**config.mk**
```make
export PLATFORM = sky130hd
export DESIGN_NAME = stream_mux_rr_flat
export DESIGN_NICKNAME = d
export VERILOG_FILES = /design/src/rtl/stream_mux_rr_if.sv /design/src/rtl/stream_mux_rr.sv /design/src/flat_wrapper.sv
export SDC_FILE = /design/constraint.sdc
export NUM_CORES = 1
export LEC_CHECK = 0
export BUFFER_PORTS_ARGS = -buffer_cell sky130_fd_sc_hd__buf_2
export CAP_MARGIN = 0
export CELL_PAD_IN_SITES_DETAIL_PLACEMENT = 1
export CELL_PAD_IN_SITES_GLOBAL_PLACEMENT = 1
export CORE_MARGIN = 2
export CORE_UTILIZATION = 32
export DETAILED_ROUTE_END_ITERATION = 10
export PLACE_DENSITY_LB_ADDON = 0.05
export SETUP_SLACK_MARGIN = 0.05
export SYNTH_ARGS = -nofsm -noshare
export SYNTH_HDL_FRONTEND = slang
export SYNTH_SLANG_ARGS = --single-unit
```
**constraint.sdc**
```tcl
create_clock -name clk -period 2.44 [get_ports clk]
set_clock_uncertainty 0.1 [all_clocks]
set_input_delay 0.366 -clock clk [delete_from_list [all_inputs] [get_ports clk]]
set_output_delay 0.366 -clock clk [all_outputs]
set_load 0.005 [all_outputs]
```
**src/rtl/stream_mux_rr_if.sv**
```systemverilog
// rtl/stream_mux_rr_if.sv - handshake bundle between N producers, the mux and one consumer
interface stream_mux_rr_if #(
    parameter int N    = 4,
    parameter int W    = 2,
    parameter int SELW = 2
);
    logic                mode;
    logic [SELW-1:0]     sel;
    logic [N-1:0]        in_valid;
    logic [N*W-1:0]      in_data;
    logic [N-1:0]        in_ready;
    logic                out_valid;
    logic [W-1:0]        out_data;
    logic [SELW-1:0]     out_ch;
    logic                out_ready;

    // Mux side: consumes producer/consumer controls, drives readies and the output beat
    modport slave (
        input  mode, sel, in_valid, in_data, out_ready,
        output in_ready, out_valid, out_data, out_ch
    );

    // Environment side: producers and consumer
    modport master (
        output mode, sel, in_valid, in_data, out_ready,
        input  in_ready, out_valid, out_data, out_ch
    );
endinterface

```
**src/rtl/stream_mux_rr.sv**
```systemverilog
// rtl/stream_mux_rr.sv - N-to-1 stream mux, fixed or round-robin select, registered output
module stream_mux_rr #(
    parameter int N       = 4,
    parameter int W       = 2,
    parameter int SELW    = 2,
    parameter bit REVERSE = 1'b1
) (
    input  logic             clk,
    input  logic             rst,
    stream_mux_rr_if.slave   bus
);

    logic              out_valid_q;
    logic [W-1:0]      out_data_q;
    logic [SELW-1:0]   out_ch_q;
    logic [SELW-1:0]   rr_last;

    logic              load_en;
    logic              grant_valid;
    logic [SELW-1:0]   grant_idx;
    logic [W-1:0]      grant_data;
    logic [N-1:0]      ready_vec;
    logic              transfer;
    int                fixed_ch;
    int                cand;

    // Single-entry pipeline: accept a new beat whenever the register is empty or being drained
    assign load_en = ~out_valid_q | bus.out_ready;

    // Grant: fixed mode maps sel (possibly onto a non-existent channel), round-robin
    // searches cyclically starting just after the last granted channel
    always_comb begin
        grant_valid = 1'b0;
        grant_idx   = '0;
        fixed_ch    = 0;
        cand        = 0;
        if (!bus.mode) begin
            fixed_ch = REVERSE ? (N - 1 - int'(bus.sel)) : int'(bus.sel);
            if (fixed_ch >= 0 && fixed_ch < N) begin
                grant_valid = 1'b1;
                grant_idx   = SELW'(fixed_ch);
            end
        end else begin
            for (int k = 1; k <= N; k++) begin
                cand = (int'(rr_last) + k) % N;
                if (!grant_valid && bus.in_valid[cand]) begin
                    grant_valid = 1'b1;
                    grant_idx   = SELW'(cand);
                end
            end
        end
    end

    // Only the granted channel sees ready, and never while reset is asserted
    always_comb begin
        ready_vec = '0;
        if (!rst && grant_valid) begin
            ready_vec[grant_idx] = load_en;
        end
    end

    assign grant_data   = bus.in_data[grant_idx*W +: W];
    assign transfer     = grant_valid & bus.in_valid[grant_idx] & ready_vec[grant_idx];
    assign bus.in_ready = ready_vec;

    // Output register and round-robin pointer; pointer only moves on round-robin grants
    always_ff @(posedge clk) begin
        if (rst) begin
            out_valid_q <= 1'b0;
            out_data_q  <= '0;
            out_ch_q    <= '0;
            rr_last     <= SELW'(N - 1);
        end else if (transfer) begin
            out_valid_q <= 1'b1;
            out_data_q  <= grant_data;
            out_ch_q    <= grant_idx;
            if (bus.mode) begin
                rr_last <= grant_idx;
            end
        end else if (bus.out_ready) begin
            out_valid_q <= 1'b0;
        end
    end

    assign bus.out_valid = out_valid_q;
    assign bus.out_data  = out_data_q;
    assign bus.out_ch    = out_ch_q;

endmodule

```
**src/flat_wrapper.sv**
```systemverilog
// flat-port wrapper written by rule: the top's interface ports become plain ports
module stream_mux_rr_flat 
#(
    parameter int N       = 4,
    parameter int W       = 2,
    parameter int SELW    = 2,
    parameter bit REVERSE = 1'b1
)
  (clk, rst, bus_mode, bus_sel, bus_in_valid, bus_in_data, bus_out_ready, bus_in_ready, bus_out_valid, bus_out_data, bus_out_ch);
  stream_mux_rr_if #(.N(N), .W(W), .SELW(SELW)) bus_i ();
  input  logic clk;
  input  logic rst;
  input wire logic [$bits(bus_i.mode)-1:0] bus_mode;
  input wire logic [$bits(bus_i.sel)-1:0] bus_sel;
  input wire logic [$bits(bus_i.in_valid)-1:0] bus_in_valid;
  input wire logic [$bits(bus_i.in_data)-1:0] bus_in_data;
  input wire logic [$bits(bus_i.out_ready)-1:0] bus_out_ready;
  output wire logic [$bits(bus_i.in_ready)-1:0] bus_in_ready;
  output wire logic [$bits(bus_i.out_valid)-1:0] bus_out_valid;
  output wire logic [$bits(bus_i.out_data)-1:0] bus_out_data;
  output wire logic [$bits(bus_i.out_ch)-1:0] bus_out_ch;
  assign bus_i.mode = bus_mode;
  assign bus_i.sel = bus_sel;
  assign bus_i.in_valid = bus_in_valid;
  assign bus_i.in_data = bus_in_data;
  assign bus_i.out_ready = bus_out_ready;
  assign bus_in_ready = bus_i.in_ready;
  assign bus_out_valid = bus_i.out_valid;
  assign bus_out_data = bus_i.out_data;
  assign bus_out_ch = bus_i.out_ch;
  stream_mux_rr #(.N(N), .W(W), .SELW(SELW), .REVERSE(REVERSE)) u_core (.clk(clk), .rst(rst), .bus(bus_i));
endmodule
```
---- Word level (Yosys, flattened, before mapping) ----
Cells that the tools add are included.
word-level totals
  bits in registers ....................... 7
  input port bits ......................... 18
  output and inout bits ................... 9
operators by class
  add/sub/neg operators ................... 5
  $lt $le $gt $ge ......................... 8
  shift operators ......................... 1
  mux-type cells .......................... 36
  bitwise operators ....................... 9
  reduce and logical (&&, ||, !) cells .... 16
operator list
  kind                                                                 number
  greater-or-equal comparator 32 x 1 -> 1 bit (second input constant)  1
  less-than comparator 32 x 4 -> 1 bit (second input constant)         1
  two-way mux 1 bit                                                    22
  less-than comparator 3 x 4 -> 1 bit (second input constant)          4
  binary-select mux 1 bit (select 2 bit)                               6
  two-way mux 2 bit                                                    6
  OR reduction 2 bit                                                   4
  indexed part select 8 x 4 -> 2 bit                                   1
  logical AND 1 bit                                                    6
  adder 2 x 1 -> 2 bit (second input constant)                         2
  adder 2 bit (second input constant)                                  2
  AND 1 bit (first input constant)                                     4
  AND 4 bit                                                            1
  logical NOT 1 bit                                                    4
  two-way mux 4 bit                                                    1
  less-than comparator 2 x 3 -> 1 bit (second input constant)          1
  subtractor 2 x 2 -> 3 bit (first input constant)                     1
  AND 1 bit                                                            2
  demux 1 bit (select 2 bit)                                           1
  greater-or-equal comparator 2 x 1 -> 1 bit (second input constant)   1
  AND reduction 2 bit                                                  1
  nonzero test 2 bit                                                   1
  inverter 1 bit                                                       1
  bitwise OR 1 bit                                                     1

---- Logic depth before layout (Yosys ltp) ----
  depth in word-level cells ............... 30
  depth in mapped cells ................... 7

---- Least setup slack after synthesis ----
No wires, ideal clock.
  kind .................................... reg2reg
  start ................................... register u_core.rr_last[1]
  end ..................................... register u_core.out_data_q[0] (netlist: u_core.bus.out_data[0])
  setup time .............................. 0.121 ns
  arrival ................................. 1.713 ns
  data required time ...................... 2.219 ns
  setup slack ............................. 0.506 ns
  stages on the path, launching flop included .. 8
  cell sequence ........................... dfxtp_1 buf_6 nand2_1 o22a_1 a41o_1 or2_1 o221ai_4 mux2_2
between the ends
  cells in the longest elaborated chain, start to end .. 27
  elaborated cells between the ends (all ways) .. 50
  those cells by class .................... 4 x add/sub; 2 x order compare; 1 x shift; 32 x mux; 3 x bitwise; 8 x reduce/logical
RTL lines
  what                                                   line                 text
  start: declaration                                     stream_mux_rr.sv:16  logic [SELW-1:0] rr_last;
  start signal: assignment                               stream_mux_rr.sv:72  rr_last <= SELW'(N - 1);
  start signal: assignment                               stream_mux_rr.sv:78  rr_last <= grant_idx;
  adder 2 x 1 -> 2 bit                                   stream_mux_rr.sv:45  cand = (int'(rr_last) + k) % N;
  binary-select mux 1 bit (select 2 bit)                 stream_mux_rr.sv:46  if (!grant_valid && bus.in_valid[cand]) begin
  two-way mux 1 bit (not written as such) (2 in series)  stream_mux_rr.sv:46
  two-way mux 1 bit                                      stream_mux_rr.sv:46
  two-way mux 1 bit                                      stream_mux_rr.sv:37  if (!bus.mode) begin
  logical NOT 1 bit                                      stream_mux_rr.sv:46
  logical AND 1 bit                                      stream_mux_rr.sv:46
  two-way mux 1 bit                                      stream_mux_rr.sv:46
  (+10 left out)                                         --
  logical AND 1 bit (not written as such)                stream_mux_rr.sv:58  ready_vec[grant_idx] = load_en;
  two-way mux 1 bit (not written as such)                stream_mux_rr.sv:58
  demux 1 bit (select 2 bit)                             --
  AND 4 bit (no line)                                    --
  two-way mux 4 bit                                      stream_mux_rr.sv:57  if (!rst && grant_valid) begin
  binary-select mux 1 bit (select 2 bit)                 stream_mux_rr.sv:63  assign transfer = grant_valid & bus.in_valid[grant_idx] & ready_vec[grant_idx];
  two-way mux 1 bit (not written as such)                stream_mux_rr.sv:63
  AND 1 bit                                              stream_mux_rr.sv:63
  end signal: assignment                                 stream_mux_rr.sv:75  out_data_q <= grant_data;
  end: declaration                                       stream_mux_rr.sv:14  logic [W-1:0] out_data_q;
Several ways; a longest one is shown, not always the timed one. The select of a mux whose other input is x is not followed.
A chain may end at the register's enable or synchronous reset.

---- Worst setup path after layout ----
Same ends and word-level chain as after synthesis.

==> impl_results.md <==
- Outcome: finished clean
- Post-CTS sizing: 0
- CP Capture Point: u_core.bus.out_data[0]$_SDFFE_PP0P_
- Switching power: 0.124 mW
- Largest family of logic cells by synthesized area: simple AND/OR/NAND/NOR gates
- Post-route DRC: 0
- First-pass GRT wire length: between 2 and 3 mm
- Vias in the first global route: 624
- Layout cell share with drive strength beyond 1: 43.8%
- DP Worst Slack: around 0.25 ns
- Synthesized area: around 610 um^2
- Area growth from synthesis to layout: 27.9%
- Cts hold-fix bufs: 0
- Comb power frac: a little over a third
- RePlAce Congestion: approximately 0.71
- Min-delay src: rst
- Critical Path End Type: register
- Worst R2R Path Depth: 6
- Detailed Place HPWL: between 1 and 1.5 mm
- Clock Latency Late Sink: 0.26 ns
- Number of buffers created by CTS: 3
- CP startpoint kind: register
- Die area: 2260 um^2
- H-tree lvl count: 1
- Final hold slack: around 0.26 ns
- Nets: between 100 and 150
- Relative slew slack: between 80 and 90%
- Commonest non-fill, non-tap cell in the layout: buf_2
- Reg2Reg Launch Point: u_core.rr_last[1]$_SDFFE_PP1P_
- Max-cap violations: 0
- Top post-synthesis cells by area: dfxtp_1, mux4_2, nor2_1, o221ai_4, nand2b_1
- Post-synthesis compound-gate area fraction: between 20% and 30%
- Finished Layout Cells: ~120
- Sequential element share of the synthesized area: between 20 and 25%
- Setup total negative slack: 0 ns
- Grt ovf: 0
- PnR worst setup slack: roughly 0.30 ns
- Fin crit share: about 90%
- Routed vias/inst: approximately 5.2
- Yosys top cell area share: between 20% and 30%
- Synth Area in Simple Gates: between 20% and 30%
- Int Power: 0.265 mW
- Core Region: 1750 um^2
- Drt pass-1 iters: 2
- Sw Ratio: 32.0%
- XOR/XNOR share of the synthesized area: 0%
- Pin count of the biggest net entering global routing: 10
- Crit Path Category: reg -> reg
- 1st-iter DRT viols: 3
- Final Util: between 40% and 50%
- CTS tree: done
- Post-route cell area: slightly below 800 um^2
- Mean Syn Cell Area: roughly 8.9 um^2
- Clock tree buffer depth: 2
- Post-synthesis adder-cell area fraction: 0%
- Cell variety after synth: 35
- Pleak: 0.380 nW
- Seq pwr share: between 30% and 40%
- Power Total: 0.389 mW
- Clk pin slew, worst setup/hold paths: approximately 0.06 ns
- Min-delay worst type: in -> reg
- Final WL: 1.60 mm
- Row count: 15
- CTS sink count: 7
- Max Freq: 468 MHz
- Final setup fails: 0
- Dpl cell area: approximately 750 um^2
- RSZ-0062 raised after global routing: no
- Initial Utilization: between 30% and 40%
- WP data arrival: around 2.2 ns
- Die Ht: ~48 um
- Flop-to-flop setup slack: 0.30 ns
- Final hold viol count: 0
- Synth Instances: 68
- Num ports: 27
- Mux contribution to synthesized area: around 16%
- Antenna-violating nets left: 0
- Wire per inst: about 13 um
- Required time of the critical path: between 2 and 2.5 ns
- Pwr Density: 502 nW/um^2
- Reg2reg end: u_core.bus.out_data[0]$_SDFFE_PP0P_
- PortBufs: 26
- Most frequent cells in the layout: buf_2, nor2_1, dfxtp_1
- Ys Warns: 0
- Syn nets: 86
- Post-Place Cells: roughly 120
- CP Launch Point: u_core.rr_last[1]$_SDFFE_PP1P_
- Maximum vdd drop: 0.000199 V
- Max-slew violations: 0
- Area leader, netlist: dfxtp_1
- Min Tclk post-route: 2.14 ns
- Max FO, Critical Path: 7
- Initial antenna violation count: 0
- Clk pwr share: ~28%
- Post-CTS setup repair buffer count: 0
- Routed vias: 631
- Die width: approximately 48 um
- CTS Root Buffer Type: clkbuf_4
- Total global-route track usage: between 15 and 20%
- Post-synthesis register bit count: 7
- Antenna cells: 0
- Worst-margin pin slew: between 0.2 and 0.3 ns
[registers in the layout, indices dropped and copies added, names as in the netlist]
register / flops
u_core.bus.out_ch: 2
u_core.bus.out_data: 2
u_core.bus.out_valid: 1
u_core.rr_last: 2
[metal layers]
layer	share of wire, %	vias up	GRT usage (%)
met2	51	21	27.8
met5	0	-	0
met3	6.4	0	6.04
met1	43	307	21.9
li1	-	303	-
met4	0	0	3.33
[worst min-delay path by stage]
stage                                              endpoint  slack, ns  depth (start not counted)
after floorplan           u_core.bus.out_ch[0]$_SDFFE_PP0P_       0.34                          1
after global placement    u_core.bus.out_ch[1]$_SDFFE_PP0P_       0.36                          2
after detailed placement  u_core.bus.out_ch[1]$_SDFFE_PP0P_       0.38                          2
after CTS                 u_core.bus.out_ch[0]$_SDFFE_PP0P_       0.25                          2
after global routing      u_core.bus.out_ch[0]$_SDFFE_PP0P_       0.27                          2
final                     u_core.bus.out_ch[0]$_SDFFE_PP0P_       0.26                          2
[Yosys cell counts (all sizes together)]
cell type,instances
a21oi,4
nand3,2
nor4bb,1
nand2,7
a21boi,1
and3b,1
and2b,2
o221a,1
mux2,3
nor3b,1
inv,1
dfxtp,7
buf,3
nor2,7
o21ai,5
mux2i,2
nand2b,5
and2,1
a21o,3
a22o,1
a211o,2
o22a,1
a41o,1
nor2b,2
o221ai,1
or2,1
mux4,2
[critical path, stage by stage, from the launching register on]
cell      delay [ns]
dfxtp_1         0.45
nand2_1         0.09
o22a_1          0.26
a41o_1          0.27
or2_1           0.24
o221ai_4        0.24
mux2_2          0.36
[cells by family after synthesis]
logic type | Yosys count
simple gates | 30
compound gates | 20
mux | 7
flops | 7
buf+inv | 4
[layout make-up]
| cell class | count | area, um^2 |
|---|---|---|
| Clock buffer | 4 | 26.3 |
| Fill cell | 235 | 971 |
| Inverter | 1 | 3.75 |
| Multi-Input combinational cell | 57 | 435 |
| Sequential cell | 7 | 140 |
| Tap cell | 25 | 31.3 |
| Timing Repair Buffer | 27 | 138 |
[power groups by stage]
stage	Combinational, mW	Sequential (mW)	Clock (mW)
2_1_floorplan	0.0957	0.140	0
3_3_place_gp	0.141	0.141	0
3_5_place_dp	0.142	0.142	0
4_1_cts	0.143	0.139	0.116
5_1_grt	0.158	0.141	0.120
6_report	0.141	0.139	0.110
Power figures use the tool's default switching activity.
